==> src/rtl/btn_debounce_multi.sv <==
// Multi-channel push-button debouncer: 2-flop sync, shared sample tick, per-channel stability counter and hold FSM.
// Level and pulses follow 2 clk plus STABLE_SAMPLES ticks; no backpressure. Optional auto-repeat via BTN_AUTO_REPEAT_EN.
module btn_debounce_multi #(
  parameter int N_CH           = 4,
  parameter int CLK_DIV        = 100,
  parameter int STABLE_SAMPLES = 8,
  parameter int LONG_TICKS     = 500000,
  parameter int REPEAT_TICKS   = 100000
) (
  input  logic            clk,
  input  logic            rst,
  input  logic [N_CH-1:0] i_btn,
  output logic [N_CH-1:0] o_level,
  output logic [N_CH-1:0] o_press,
  output logic [N_CH-1:0] o_release,
  output logic [N_CH-1:0] o_long,
  output logic [N_CH-1:0] o_repeat
);

  localparam int DW    = $clog2(CLK_DIV);
  localparam int SW    = $clog2(STABLE_SAMPLES + 1);
  localparam int HMAX  = (LONG_TICKS > REPEAT_TICKS) ? LONG_TICKS : REPEAT_TICKS;
  localparam int HW    = (HMAX > 2) ? $clog2(HMAX) : 1;

  localparam logic [DW-1:0] DIV_LAST  = DW'(CLK_DIV - 1);
  localparam logic [SW-1:0] STAB_LAST = SW'(STABLE_SAMPLES - 1);
  localparam logic [HW-1:0] LONG_LAST = HW'(LONG_TICKS - 1);
  localparam logic [HW-1:0] HOLD_MAX  = {HW{1'b1}};

  localparam logic [1:0] ST_IDLE    = 2'd0;
  localparam logic [1:0] ST_PRESSED = 2'd1;
  localparam logic [1:0] ST_HELD    = 2'd2;

  logic [N_CH-1:0] sync_meta;
  logic [N_CH-1:0] sync_btn;
  logic [DW-1:0]   div_cnt;
  logic            tick;

  logic [SW-1:0]   stab_cnt  [N_CH];
  logic [HW-1:0]   hold_cnt  [N_CH];
  logic [1:0]      hold_st   [N_CH];

  logic [N_CH-1:0] rise_evt;
  logic [N_CH-1:0] fall_evt;
  logic [N_CH-1:0] long_evt;

  always_ff @(posedge clk or negedge rst) begin
    if (!rst) begin
      sync_meta <= '0;
      sync_btn  <= '0;
    end else begin
      sync_meta <= i_btn;
      sync_btn  <= sync_meta;
    end
  end

  // Shared sample strobe; a clock enable only.
  assign tick = (div_cnt == DIV_LAST);

  always_ff @(posedge clk or negedge rst) begin
    if (!rst) begin
      div_cnt <= '0;
    end else if (tick) begin
      div_cnt <= '0;
    end else begin
      div_cnt <= div_cnt + 1'b1;
    end
  end

  // Release wins over a long event landing on the same tick.
  always_comb begin
    rise_evt = '0;
    fall_evt = '0;
    long_evt = '0;
    for (int i = 0; i < N_CH; i++) begin
      rise_evt[i] = tick && sync_btn[i] && !o_level[i] && (stab_cnt[i] == STAB_LAST);
      fall_evt[i] = tick && !sync_btn[i] && o_level[i] && (stab_cnt[i] == STAB_LAST);
      long_evt[i] = tick && (hold_st[i] == ST_PRESSED) && (hold_cnt[i] == LONG_LAST) && !fall_evt[i];
    end
  end

  always_ff @(posedge clk or negedge rst) begin
    if (!rst) begin
      o_level   <= '0;
      o_press   <= '0;
      o_release <= '0;
      for (int i = 0; i < N_CH; i++) begin
        stab_cnt[i] <= '0;
      end
    end else begin
      o_press   <= rise_evt;
      o_release <= fall_evt;
      for (int i = 0; i < N_CH; i++) begin
        if (tick) begin
          if (sync_btn[i] != o_level[i]) begin
            if (stab_cnt[i] == STAB_LAST) begin
              o_level[i]  <= ~o_level[i];
              stab_cnt[i] <= '0;
            end else begin
              stab_cnt[i] <= stab_cnt[i] + 1'b1;
            end
          end else begin
            stab_cnt[i] <= '0;
          end
        end
      end
    end
  end

`ifdef BTN_AUTO_REPEAT_EN
  localparam logic [HW-1:0] REP_LAST = HW'(REPEAT_TICKS - 1);

  logic [N_CH-1:0] rep_evt;

  always_comb begin
    rep_evt = '0;
    for (int i = 0; i < N_CH; i++) begin
      rep_evt[i] = tick && (hold_st[i] == ST_HELD) && (hold_cnt[i] == REP_LAST) && !fall_evt[i];
    end
  end

  always_ff @(posedge clk or negedge rst) begin
    if (!rst) begin
      o_repeat <= '0;
    end else begin
      o_repeat <= rep_evt;
    end
  end
`else
  assign o_repeat = '0;
`endif

  always_ff @(posedge clk or negedge rst) begin
    if (!rst) begin
      o_long <= '0;
      for (int i = 0; i < N_CH; i++) begin
        hold_st[i]  <= ST_IDLE;
        hold_cnt[i] <= '0;
      end
    end else begin
      o_long <= long_evt;
      for (int i = 0; i < N_CH; i++) begin
        if (fall_evt[i]) begin
          hold_st[i]  <= ST_IDLE;
          hold_cnt[i] <= '0;
        end else if (rise_evt[i]) begin
          hold_st[i]  <= ST_PRESSED;
          hold_cnt[i] <= '0;
        end else begin
          case (hold_st[i])
            ST_PRESSED: begin
              if (tick) begin
                if (hold_cnt[i] == LONG_LAST) begin
                  hold_st[i]  <= ST_HELD;
                  hold_cnt[i] <= '0;
                end else begin
                  hold_cnt[i] <= hold_cnt[i] + 1'b1;
                end
              end
            end
            ST_HELD: begin
`ifdef BTN_AUTO_REPEAT_EN
              if (tick) begin
                if (hold_cnt[i] == REP_LAST) begin
                  hold_cnt[i] <= '0;
                end else begin
                  hold_cnt[i] <= hold_cnt[i] + 1'b1;
                end
              end
`else
              // Without repeat the count only saturates, so it never wraps.
              if (tick && (hold_cnt[i] != HOLD_MAX)) begin
                hold_cnt[i] <= hold_cnt[i] + 1'b1;
              end
`endif
            end
            default: begin
              hold_st[i]  <= ST_IDLE;
              hold_cnt[i] <= '0;
            end
          endcase
        end
      end
    end
  end

endmodule

==> config.mk <==
export PLATFORM = sky130hd
export DESIGN_NAME = btn_debounce_multi
export DESIGN_NICKNAME = d
export VERILOG_FILES = /design/src/rtl/btn_debounce_multi.sv
export SDC_FILE = /design/constraint.sdc
export NUM_CORES = 1
export LEC_CHECK = 0
export ABC_AREA = 1
export BUFFER_PORTS_ARGS = -buffer_cell sky130_fd_sc_hd__buf_2
export CORE_UTILIZATION = 50
export DETAILED_ROUTE_END_ITERATION = 7
export PLACE_DENSITY_LB_ADDON = 0.15
export SYNTH_ARGS = -nofsm -noshare
export SYNTH_HDL_FRONTEND = slang
export SYNTH_SLANG_ARGS = --single-unit
==> constraint.sdc <==
create_clock -name clk -period 2 [get_ports clk]
set_clock_uncertainty 0.2 [all_clocks]
set_input_delay 0.4 -clock clk [delete_from_list [all_inputs] [get_ports clk]]
set_output_delay 0.4 -clock clk [all_outputs]
set_load 0.01 [all_outputs]
==> results.cfg, run 1 <==
[route]
via_count = 6862
via_per_inst = 5.01
drcViolationCount = 0
drt-initial-drc-count = 382
drtPass1Iterations = 5
routed_wl_um = 17500
ant_nets = 0
wl_per_cell_um = 12.8

[critical_path]
endpoint = hold_cnt[71]
worstSetupPathType = reg2reg
reg2reg_from = stab_cnt[12]
crit_arrival_ns = 2.08
startpoint = stab_cnt[12]
reg2reg_depth = 12
crit_path_end_kind = register
worstPathRequired_ns = 2.12
reg2reg_slack_ns = 0.04
reg2reg_to = hold_cnt[71]
startpoint_type = register
crit_path_max_fanout = 6

[synth]
synth_seq_area_share = 0.431
synth_top_area_frac = 0.431
yosys.cell_count.top_type = nand2_1
synth_common_cells = 351 x nand2_1, 149 x inv_1, 131 x dfrtp_1
ys.warnings.count = 0
synth_edf_count = 0
synth_area_leader_cell = dfrtp_1
async_flop_share = 1.00
syn_area_um2 = 7610
syn_avg_cell_area_um2 = 7.19
yosys_register_bits = 131
syn_inst = 1058
synthFlopType = dfrtp_1
synthDistinctLibCells = 41
synthTopCellsByArea = dfrtp_1 43%, nand2_1 17%, inv_1 7.3%

[die]
initial_core_util = 0.518
coreArea_um2 = 14700
die_area_um2 = 15700
row_count = 44
die_h_um = 125
die_w_um = 125
ioPinCount = 26

[run_status]
outcome = finished, final reports clean

[placement]
dpl-instance-area_um2 = 8420
placement.setup.worst_slack_ns = -0.0882
dp_hpwl_um = 11600
gp_congestion = 0.840
portBuffers = 21

[layout]
design_area_um2 = 9760
nets = 1197
diodes = 0
drive_gt1_frac = 0.237
synthToLayoutAreaGrowth_pct = 28.3

[worst_hold_path]
min_path_type = reg2reg

[clock_tree]
cts_tree = built
root_buffer = clkbuf_16
htree_levels = 4
numCtsBuffers = 17
clock-sinks = 131
clk_path_buf_depth = 2
clk_latency_ns = 0.42
cts.clk_slew.worst_paths_ns = 0.06

[sta]
period_share = 0.979
fmax_mhz = 511
hold_viol = 0
setup_ws_ns = 0.0429
drv_slew = 0
period_needed_ns = 1.96
setup_viol = 0
rsz0062_at_grt = yes

[grt]
grt_pass1_wl_um = 29300
grt_max_degree = 45
antenna_found_initial = 0
grt_pass1_vias = 6464
track_usage = 0.229
grt_overflow = 0

[run]
drv_cap = 0

[power_and_ir_drop]
vdd_drop_max_uv = 616
p_leak_nw = 5.00
p_per_area_nw_per_um2 = 579
## stage by stage
stage	utilization	setup TNS (ns)	hold slack, ns	power (mW)	std cells
after global routing	0.664	-1.24	0.175	5.86	1371
after detailed placement	0.573	-0.810	0.140	2.81	1313
after CTS	0.622	-0.00322	0.158	5.73	1358
after global placement	0.573	0	0.135	2.80	1313
after floorplan	-	0	-0.0956	2.73	1061
final	0.664	0	0.154	5.66	1371
## cells by family after synthesis
family | after synthesis | share of synthesized area
other | 1 | 0.000493
adder cells (fa/ha/maj) | 17 | 0.0280
AO/OA/AOI/OAI | 62 | 0.0455
AND/OR/NAND/NOR | 635 | 0.359
XOR/XNOR | 32 | 0.0368
flip-flops | 131 | 0.431
buffers and inverters | 180 | 0.0998
## state kept, by name, indices dropped and copies added (netlist names)
signal,count
hold_cnt,76
stab_cnt,16
hold_st,8
div_cnt,7
o_level,4
o_long,4
o_press,4
o_release,4
sync_btn,4
sync_meta,4
## per-layer routing
layer | up-vias | track usage | wire length [µm]
met2 | 112 | 0.367 | 8190
li1 | 3543 | - | -
met5 | - | 0 | 0
met3 | 21 | 0.0526 | 599
met1 | 3186 | 0.312 | 8540
met4 | 0 | 0.0624 | 200
## worst min path at each step
| stage | from | end | slack, ns | cells after the start |
|---|---|---|---|---|
| after floorplan | rst | div_cnt[0] | -0.1 | 0 |
| after global placement | sync_meta[1] | sync_btn[1] | 0.14 | 0 |
| after detailed placement | sync_meta[1] | sync_btn[1] | 0.14 | 0 |
| after CTS | sync_meta[1] | sync_btn[1] | 0.16 | 0 |
| after global routing | sync_meta[1] | sync_btn[1] | 0.17 | 0 |
| final | sync_meta[1] | sync_btn[1] | 0.15 | 0 |
## where the power goes
group	internal (mW)	switching [mW]	total [mW]
logic	0.0270	0.0697	0.0966
clock network	1.70	1.20	2.89
registers	2.66	0.00547	2.67
total	4.38	1.27	5.66
## critical path, cell delays in order, from the launching register on
cell,delay (ns)
dfrtp_1,0.38
ha_2,0.20
inv_2,0.04
nor3_2,0.19
buf_4,0.19
nand3_4,0.08
nand2_4,0.09
nand2_4,0.06
nand2_8,0.11
clkbuf_16,0.18
nand2_4,0.05
nand2_2,0.05
inv_1,0.03
## final cells by class
class / instances / area (µm²)
fillers: 1223 / 4940
clock buffers: 18 / 429
repair buffers: 120 / 1050
well taps: 184 / 230
inverters: 153 / 589
flip-flops and latches: 131 / 3280
clock inverters: 14 / 115
multi-input cells: 751 / 4070
## placed cells by master (no fill, tap or decap), types with 22 or more instances in the layout
cell / synthesis / final
nand2_1: 351 / 293
inv_1: 149 / 140
dfrtp_1: 131 / 131
nor2_1: 104 / 94
nand3_1: 98 / 83
buf_4: 8 / 73
nand2_2: 2 / 46
nand4_1: 26 / 26
nor3_1: 28 / 23
a21oi_1: 24 / 22
## timing repair
action	CTS	global route
hold buffers	5	0
gates resized for setup	16	147
endpoints found under the setup margin	32	82
endpoints found under the hold margin	43	0
pin swaps	4	50
cloned	1	2
buffers inserted	7	12
Power figures use the tool's default switching activity.
==> run 2: changes to the inputs <==
- MAX_ROUTING_LAYER: default -> met4
==> results.cfg, run 2 (synthesis gave the netlist of run 1 again) <==
[run_status]
outcome = finished, final reports clean

[power_and_ir_drop]
total_power_mw = 5.65
p_per_area_nw_per_um2 = 575
p_leak_nw = 5.03
vdd_drop_max_uv = 616

[route]
ant_nets = 0
wl_per_cell_um = 12.9
drcViolationCount = 0
drtPass1Iterations = 5
via_per_inst = 5.02
routed_wl_um = 17700
drt-initial-drc-count = 319
via_count = 6891

[layout]
largest_register_ffs = 76
multi_input_area_um2 = 4100
nets = 1199
drive_gt1_frac = 0.248
final_cell_mix = 279 x nand2_1, 139 x inv_1, 131 x dfrtp_1, 94 x nor2_1, 83 x nand3_1
final_common_cell = nand2_1
synthToLayoutAreaGrowth_pct = 29.2
ff_latch_area_um2 = 3280
top_regs = hold_cnt (76), stab_cnt (16), hold_st (8)
diodes = 0
design_area_um2 = 9830
regMostFlops = hold_cnt
n_fill_cell = 1213

[clock_tree]
root_buffer = clkbuf_16
cts_tree = built
clock-sinks = 131
clk_path_buf_depth = 2
cts.clk_slew.worst_paths_ns = 0.06
htree_levels = 4
clk_latency_ns = 0.42
numCtsBuffers = 17

[placement]
dp_hpwl_um = 11600
gp_congestion = 0.853
dpl-instance-area_um2 = 8420
portBuffers = 21

[grt]
antenna_found_initial = 0
track_usage = 0.236
grt_pass1_wl_um = 29400
grt_max_degree = 45
grt_pass1_vias = 6458
grt_overflow = 0

[die]
initial_core_util = 0.518
coreArea_um2 = 14700
die_w_um = 125
die_h_um = 125
die_area_um2 = 15700
ioPinCount = 26
row_count = 44

[critical_path]
path_common_cell = nand2_4
crit_buf_inv = 4
cp_top_family = simple AND/OR/NAND/NOR gates
cpMaxStageDelayCell = dfrtp_1
crit_path_end_kind = register
crit_arrival_ns = 2.09
crit_chain = ha_2 > inv_2 > nor3_2 > buf_4 > nand3_4 > nand2_4 > nand2_4 > nand2_8 > clkbuf_16 > nand2_4 > nand2_2 > inv_1
critPathMaxStageDelay_ns = 0.38
crit_path_max_fanout = 6
startpoint_type = register
worstSetupPathType = reg2reg
worstPathRequired_ns = 2.12

[sta]
period_share = 0.983
fmax_mhz = 509
rsz0062_at_grt = yes
setup_viol = 0
fin_setup_tns_ns = 0
drv_slew = 0
hold_viol = 0
period_needed_ns = 1.97

[worst_hold_path]
min_path_type = reg2reg

[run]
drv_cap = 0
==> run 2: final timing paths <==
kind,startpoint,end,slack (ns),depth (start not counted)
setup / recovery,stab_cnt[12],hold_cnt[71],0.03,12
hold / removal,sync_meta[1],sync_btn[1],0.15,0
setup reg to reg,stab_cnt[12],hold_cnt[71],0.03,12
hold reg to reg,sync_meta[1],sync_btn[1],0.15,0
max in group asynchronous,rst,hold_cnt[44],0.77,3
min in group asynchronous,rst,hold_cnt[70],0.28,2
==> run 2: worst reg2reg max path: stages, from the launching register on <==
cell       delay [ns]
dfrtp_1          0.38
ha_2             0.20
inv_2            0.04
nor3_2           0.19
buf_4            0.19
nand3_4          0.08
nand2_4          0.10
nand2_4          0.06
nand2_8          0.11
clkbuf_16        0.18
nand2_4          0.05
nand2_2          0.06
inv_1            0.03
==> run 2: metal layers <==
layer	vias to the layer above	share of wire	GRT usage
met2	118	0.47	0.367
li1	3548	-	-
met5	-	0	-
met1	3207	0.48	0.312
met3	18	0.032	0.0526
met4	0	0.011	0.0624
==> run 2: where the power goes <==
group,internal (mW),switching [mW]
clock,1.70,1.19
sequential,2.66,0.00551
combinational,0.0269,0.0700
total,4.38,1.27
==> run 2: through the flow <==
stage                     hold WS, ns  std cells  utilization  worst slack (ns)
after CTS                       0.158       1358        0.622          -0.00322
after global routing            0.175       1373        0.669           -0.0668
after global placement          0.135       1313        0.573          0.000581
after detailed placement        0.140       1313        0.573           -0.0882
after floorplan               -0.0956       1061            -            0.0972
final                           0.153       1373        0.669            0.0349
==> run 2: final cells by class <==
| cell class | count | share of cell area |
|---|---|---|
| clock inverters | 14 | 0.0117 |
| multi-input cells | 751 | 0.417 |
| clock buffers | 18 | 0.0437 |
| inverters | 153 | 0.0600 |
| flip-flops and latches | 131 | 0.334 |
| well taps | 184 | 0.0234 |
| repair buffers | 122 | 0.110 |
==> run 2: timing repair <==
item	CTS	global route
hold buffers	5	0
buffers inserted	7	11
hold endpoints to repair	43	0
endpoints found under the setup margin	32	82
pin swaps	4	58
gates resized for setup	16	164
cloned	1	4
==> run 3: changes to the inputs <==
--- a/config.mk
+++ b/config.mk
@@ -8,8 +8,10 @@
 export ABC_AREA = 1
 export BUFFER_PORTS_ARGS = -buffer_cell sky130_fd_sc_hd__buf_2
+export CAP_MARGIN = 20
 export CORE_UTILIZATION = 50
 export DETAILED_ROUTE_END_ITERATION = 7
 export MAX_ROUTING_LAYER = met4
 export PLACE_DENSITY_LB_ADDON = 0.15
+export RECOVER_POWER = 25
 export SYNTH_ARGS = -nofsm -noshare
 export SYNTH_HDL_FRONTEND = slang
==> constraint.sdc (replaced) <==
create_clock -name clk -period 2 [get_ports clk]
set_clock_uncertainty 0.2 [all_clocks]
set_input_delay 0.4 -clock clk [delete_from_list [all_inputs] [get_ports clk]]
set_output_delay 0.4 -clock clk [all_outputs]
set_load 0.005 [all_outputs]
==> results.cfg, run 3 (synthesis gave the netlist of run 1 again) <==
[run_status]
outcome = finished, final reports clean

[run]
drv_cap = 0

[critical_path]
reg2reg_slack_ns = 0.04
path_common_cell = nand2_4
crit_chain = ha_2 > inv_2 > nor3_2 > buf_4 > nand3_4 > nand2_4 > nand2_4 > nand2_8 > clkbuf_16 > nand2_4 > nand2_2 > inv_1
startpoint_type = register
worstPathRequired_ns = 2.12
startpoint = stab_cnt[12]
crit_path_max_fanout = 6
reg2reg_to = hold_cnt[71]
reg2reg_depth = 12
crit_path_end_kind = register
worstSetupPathType = reg2reg
cpMaxStageDelayCell = dfrtp_1
critPathMaxStageDelay_ns = 0.38
crit_arrival_ns = 2.08
reg2reg_from = stab_cnt[12]
endpoint = hold_cnt[71]

[power_and_ir_drop]
vdd_drop_max_uv = 614
p_per_area_nw_per_um2 = 575
p_int_mw = 4.38
p_comb_frac = 0.016
pwr-share-seq = 0.472
netSwitchingPower_mw = 1.27
swShare = 0.224
power.clock.fraction = 0.512
p_leak_nw = 5.02

[layout]
regMostFlops = hold_cnt
largest_register_ffs = 76
final_common_cell = nand2_1
nets = 1199
top_regs = hold_cnt (76), stab_cnt (16), hold_st (8)
drive_gt1_frac = 0.247
diodes = 0
n_fill_cell = 1215
fin_util = 0.668
layout.cells.non_filler = 1373
final_cell_mix = 279 x nand2_1, 139 x inv_1, 131 x dfrtp_1, 94 x nor2_1, 83 x nand3_1
synthToLayoutAreaGrowth_pct = 29.0

[grt]
antenna_found_initial = 0
track_usage = 0.236
grt_max_degree = 45
grt_pass1_vias = 6458
grt_overflow = 0
grt_pass1_wl_um = 29400

[sta]
setup_viol = 0
setup_ws_ns = 0.0356
hold_viol = 0
tightest_slew_ns = 1.21
rsz0062_at_grt = yes
max_slew_margin = 0.190
worst_hold_slack_ns = 0.153
fmax_mhz = 509
period_share = 0.982
drv_slew = 0
period_needed_ns = 1.96

[clock_tree]
clk_path_buf_depth = 2
numCtsBuffers = 17
cts_tree = built
clock-sinks = 131
htree_levels = 4
root_buffer = clkbuf_16
cts.clk_slew.worst_paths_ns = 0.06
clk_latency_ns = 0.42

[route]
drcViolationCount = 0
via_per_inst = 5.02
ant_nets = 0
wl_per_cell_um = 12.9
via_count = 6894
routed_wl_um = 17700
drt-initial-drc-count = 343
drtPass1Iterations = 5

[die]
die_area_um2 = 15700
initial_core_util = 0.518
die_w_um = 125
coreArea_um2 = 14700
ioPinCount = 26
row_count = 44
die_h_um = 125

[placement]
gp_congestion = 0.853
dp_hpwl_um = 11600
placement.setup.worst_slack_ns = -0.0882
dpl.cell_count = 1313
portBuffers = 21

[worst_hold_path]
min_path_type = reg2reg
hold_start = sync_meta[1]
[run 3: final cells by class]
class / instances / area [µm²] / share of cell area
multi-input combinational: 751 / 4100 / 0.418
clock buffer: 18 / 429 / 0.0437
timing repair buffer: 122 / 1070 / 0.109
sequential: 131 / 3280 / 0.334
tap: 184 / 230 / 0.0235
inverter: 153 / 589 / 0.0600
clock inverter: 14 / 115 / 0.0117
[run 3: power by group through the flow]
stage               clock network [mW]  registers (mW)  logic, mW
CTS                               2.96            2.66     0.0997
floorplan                            0            2.71     0.0172
global route                      3.08            2.66      0.110
detailed placement                   0            2.71     0.0921
finish                            2.89            2.67     0.0927
global placement                     0            2.71     0.0904
[run 3: per-stage QoR]
stage,TNS (ns),total power [mW],instance area [µm²]
4_1_cts,-0.00322,5.72,9140
5_1_grt,-1.85,5.86,9810
6_report,0,5.65,9810
3_3_place_gp,0,2.80,8420
3_5_place_dp,-0.810,2.80,8420
2_1_floorplan,0,2.73,7620
[run 3: worst max-delay path: cells and delay by family, from the launching register on]
family,cells,cell delay [ns]
fa+ha+maj,1,0.20
flops,1,0.38
simple gates,7,0.65
buf+inv,4,0.44
[run 3: how the worst min path moves through the flow]
stage	end	slack, ns	depth (start not counted)
after floorplan	div_cnt[0]	-0.1	0
after global placement	sync_btn[1]	0.14	0
after detailed placement	sync_btn[1]	0.14	0
after CTS	sync_btn[1]	0.16	0
after global routing	sync_btn[1]	0.17	0
final	sync_btn[1]	0.15	0
[run 3: layer usage]
layer | wire length [µm] | share of wire | track usage
met4 | 182 | 0.010 | 0.0624
met1 | 8520 | 0.48 | 0.312
met2 | 8370 | 0.47 | 0.367
met3 | 594 | 0.034 | 0.0526
met5 | 0 | 0 | -
[run 3: timing repair]
item / CTS / global route
pin swaps: 4 / 58
endpoints found under the hold margin: 43 / 0
cloned: 1 / 4
hold buffers: 5 / 0
setup endpoints to repair: 32 / 82
gates resized for setup: 16 / 164
setup buffers: 7 / 11
